$ cat config.mk
export PLATFORM = sky130hd
export DESIGN_NAME = operand_sel_stage
export DESIGN_NICKNAME = d
export VERILOG_FILES = /design/src/rtl/operand_sel_stage.sv
export SDC_FILE = /design/constraint.sdc
export NUM_CORES = 1
export LEC_CHECK = 0
export BUFFER_PORTS_ARGS = -buffer_cell sky130_fd_sc_hd__buf_4
export CORE_AREA = 2 2 107 109
export DETAILED_ROUTE_END_ITERATION = 12
export DIE_AREA = 0 0 109 111
export PLACE_DENSITY = 0.79
export SETUP_SLACK_MARGIN = 0.5
export SYNTH_ARGS = -nofsm -noshare
export SYNTH_HDL_FRONTEND = slang
export SYNTH_SLANG_ARGS = --single-unit
$ cat constraint.sdc
create_clock -name clk -period 2 [get_ports clk]
set_input_delay 0.5 -clock clk [delete_from_list [all_inputs] [get_ports clk]]
set_output_delay 0.5 -clock clk [all_outputs]
set_load 0.02 [all_outputs]
$ cat src/rtl/operand_sel_stage.sv
// N:1 operand-select pipeline stage with registered output, valid/ready, flush and select-error counter.
// Optional one-entry skid buffer (registered in_ready) enabled by macro OPSEL_SKID_EN.
module operand_sel_stage #(
  parameter int WIDTH  = 64,
  parameter int NUM_IN = 3,
  parameter int SEL_W  = 2,
  parameter int CNT_W  = 8
) (
  input  logic                    clk,
  input  logic                    rst_n,
  input  logic                    flush,
  input  logic                    in_valid,
  output logic                    in_ready,
  input  logic [SEL_W-1:0]        sel,
  input  logic [NUM_IN*WIDTH-1:0] data_in,
  output logic                    out_valid,
  input  logic                    out_ready,
  output logic [WIDTH-1:0]        data_out,
  output logic                    sel_err,
  output logic [CNT_W-1:0]        err_cnt
);

  logic [WIDTH-1:0] sel_dat;
  logic             sel_bad;
  logic             accept;

  // Out-of-range selects fall through to zero data with the error flag set.
  always_comb begin
    sel_dat = '0;
    sel_bad = 1'b1;
    for (int k = 0; k < NUM_IN; k++) begin
      if (sel == SEL_W'(k)) begin
        sel_dat = data_in[k*WIDTH +: WIDTH];
        sel_bad = 1'b0;
      end
    end
  end

  assign accept = in_valid & in_ready & ~flush;

  always_ff @(posedge clk or negedge rst_n) begin
    if (!rst_n) begin
      err_cnt <= '0;
    end else if (accept && sel_bad && (err_cnt != {CNT_W{1'b1}})) begin
      err_cnt <= err_cnt + CNT_W'(1);
    end
  end

`ifdef OPSEL_SKID_EN
  logic             skid_full;
  logic [WIDTH-1:0] skid_dat;
  logic             skid_err;

  // in_ready comes straight from a flop, so out_ready never reaches it combinationally.
  assign in_ready = ~skid_full;

  always_ff @(posedge clk or negedge rst_n) begin
    if (!rst_n) begin
      out_valid <= 1'b0;
      data_out  <= '0;
      sel_err   <= 1'b0;
      skid_full <= 1'b0;
      skid_dat  <= '0;
      skid_err  <= 1'b0;
    end else if (flush) begin
      out_valid <= 1'b0;
      skid_full <= 1'b0;
    end else if (!out_valid || out_ready) begin
      // Output register is free this edge; skid (older beat) wins over the input.
      if (skid_full) begin
        out_valid <= 1'b1;
        data_out  <= skid_dat;
        sel_err   <= skid_err;
        skid_full <= 1'b0;
      end else begin
        out_valid <= accept;
        if (accept) begin
          data_out <= sel_dat;
          sel_err  <= sel_bad;
        end
      end
    end else if (accept) begin
      skid_full <= 1'b1;
      skid_dat  <= sel_dat;
      skid_err  <= sel_bad;
    end
  end
`else
  assign in_ready = ~out_valid | out_ready;

  always_ff @(posedge clk or negedge rst_n) begin
    if (!rst_n) begin
      out_valid <= 1'b0;
      data_out  <= '0;
      sel_err   <= 1'b0;
    end else if (flush) begin
      out_valid <= 1'b0;
    end else if (in_ready) begin
      out_valid <= accept;
      if (accept) begin
        data_out <= sel_dat;
        sel_err  <= sel_bad;
      end
    end
  end
`endif

endmodule
==> key figures <==
Critical path
  • Startpoint types: flip-flop
  • FF-to-FF End: data_out[5]
  • Worst EP arrival: 1.04 ns
  • Worst reg-to-reg path cell count: 7
  • CP Class: reg2out
  • Crit. End Element: output port
  • Crit Path Max Fanout: 2
  • CP required: 1.50 ns
  • Reg-to-reg startpoint: out_valid
  • FF-to-FF setup slack: 0.53 ns

Clock network
  • H-tree Lvls: 3
  • CTS Buf Count: 9
  • Root Buffer: clkbuf_16
  • Clock sink total: 74
  • Maximum clock path buffer count: 2
  • Clock Latency Late Sink: 0.33 ns
  • CTS tree: yes
  • Clock transition at path regs: 0.06 ns

Route
  • Final WL: 13.97 mm
  • DRC errors left: 0
  • Via/cell ratio: 5.020
  • Routed met2 length: 7.178 mm
  • Initial DRC Count: 287
  • Top Layer Used: met4
  • Drt first pass iters: 6
  • DR vias: 4423
  • Final ANT Viol Nets: 0
  • Routed wire per std cell: 15.85 µm
  • Met1 Wirelength: 5.354 mm
  • Met3 WL: 1.179 mm

Placed design
  • HPWL Detailed: 9.951 mm
  • PortBufs: 273
  • Placed Cells: 857
  • GP Congestion: 0.9293

Floorplanning
  • Die area: 12100 µm²
  • Core Area: 11080 µm²
  • Cell Rows: 39
  • IO Pins: 274
  • Die width: 109 µm
  • Die height: 111 µm
  • Initial Utilization: 37.25%

Logic synthesis
  • Mapped cell area: 4126 µm²
  • Cells after Synth: 468
  • Syn_area_per_cell: 8.817 µm²
  • FF+latch count, synth: 74
  • Number of synthesized flops with an enable pin: 0
  • Netlist cell types: 31
  • Post-synth ARST share: 100.0%
  • Yosys warning count: 0
  • Yosys top cell by area: dfrtp_1
  • Syn Nets: 668
  • Synth top area share: 44.88%
  • Synth Flop Type: dfrtp_1
  • Seq/Total Area, Yosys: 44.88%
  • Top cells by count, synth: a21oi_1, nor2_1, dfrtp_1, mux2i_1, buf_2
  • Area contributors post-synth: dfrtp_1, a21oi_1, mux2i_1, nor2_1, buf_2

Run status
  • Status: complete, no violations

STA
  • RSZ-0062 raised after global routing: true
  • Fmax: 650.7 MHz
  • Final Skew: 0.008260 ns
  • Final Max Tran Viols: 0
  • Setup TNS Final: 0 ns
  • Final Cycle Share: 76.84%
  • Minimum clock period: 1.537 ns
  • Final hold vios: 0
  • Setup violators final: 0
  • Relative max-transition margin: 66.96%
  • Worst Tran Pin Value: 0.4956 ns

Job
  • Max Cap Viol: 0

GRT
  • Vias in the first global route: 4414
  • GRT overflow: 0
  • Pin count of the biggest net entering global routing: 67
  • GRT Util Overall: 21.76%
  • First-pass GRT wire length: 20.76 mm
  • Initial antenna violation count: 0

Worst hold path
  • Hold crit path type: in2async

Cells and area
  • N_diodes: 0
  • Synthesis-to-finish area growth: 63.58%
  • Final net count: 933
  • Fin util: 60.94%
  • Share of layout cells above drive strength 1: 44.17%
  • Finished Layout Cells: 881

Power and ir drop
  • Max VDD drop: 0.4887 mV
  • Final Power: 0.005559 W
  • Leak: 3.354 nW
  • PwrDens: 823.5 nW/µm²
layer usage:
| layer | vias to the layer above | track usage, % |
|---|---|---|
| met3 | 20 | 4.821 |
| met1 | 2068 | 24.43 |
| li1 | 2137 | - |
| met4 | 0 | 8.462 |
| met5 | - | 0 |
| met2 | 198 | 39.21 |
registers in the layout (all words and copies together), names as in the netlist:
name / flops
sel_err: 1
data_out: 64
err_cnt: 8
out_valid: 1
repair_timing:
item	4_1_cts	5_1_grt
setup endpoints to repair	3	60
gates cloned	0	1
setup buffers	2	5
hold buffers	0	0
pin swaps	1	5
resized for setup	2	3
cell families after synthesis:
family	synth area share, %
adder cells (fa/ha/maj)	0.3032
AND/OR/NAND/NOR	15.52
flip-flops	44.88
AO/OA/AOI/OAI	17.25
buffers and inverters	5.246
multiplexers	16.16
XOR/XNOR	0.6369
critical path, stage by stage, from the launching register on:
cell and delay (ns):
dfrtp_1 0.36, nor2b_4 0.15, inv_1 0.05, buf_4 0.15
through the flow:
step / cell area (µm²) / hold WS [ns] / setup WS [ns]
5_1_grt: 6750 / 0.1662 / 0.4172
3_5_place_dp: 6316 / 0.4958 / 0.3360
4_1_cts: 6673 / 0.1407 / 0.4462
3_3_place_gp: 6316 / 0.4830 / 0.3799
2_1_floorplan: 4145 / 0.2044 / 0.4671
6_report: 6750 / 0.1263 / 0.4632
where the power goes:
group          switching [W]  internal, W  leakage (nW)  total [W]
Sequential          0.000178      0.00176         0.855    0.00194
Clock               0.000631      0.00119         0.165    0.00182
Combinational       0.000917     0.000880          2.33    0.00180
Total                0.00173      0.00383          3.35    0.00556
cell type report:
cell class              count  area (µm²)
clock buffers              12       266.5
clock inverters             4       72.57
fillers                   949        4327
inverters                   2       7.507
multi-input cells         356        2098
flip-flops and latches     74        1857
well taps                 143       178.9
repair buffers            290        2270
cell usage in the layout (no fill, tap or decap):
cell type   instances
buf_4             283
a21oi_1           131
nor2_1            130
dfrtp_1            70
mux2i_1            64
clkbuf_16          10
buf_12              6
dfrtp_2             4
nand3_1             3
clkbuf_8            3
nor2b_4             2
inv_1               2
and2_4              2
nor2b_1             2
a31oi_1             2
nand2_1             2
nand3_2             2
mux2_4              2
xnor2_1             2
bufinv_16           2
nand2b_4            1
nor2_4              1
nand2_2             1
nor3_4              1
and3_1              1
a41oi_1             1
nor4_4              1
and4_4              1
a2111oi_4           1
xor2_1              1
o21bai_1            1
ha_2                1
clkinv_2            1
clkinvlp_4          1
how the worst max path moves through the flow:
stage                     startpoint            to  slack (ns)  cells past startpoint
final                      out_valid      in_ready        0.46                      3
after global routing       out_valid      in_ready        0.42                      3
after CTS                  out_valid      in_ready        0.45                      3
after detailed placement      sel[0]  data_out[56]        0.34                      6
after global placement        sel[0]  data_out[17]        0.38                      6
after floorplan           err_cnt[1]    err_cnt[1]        0.47                      6
No activity file was read; power rests on OpenSTA's default activity.
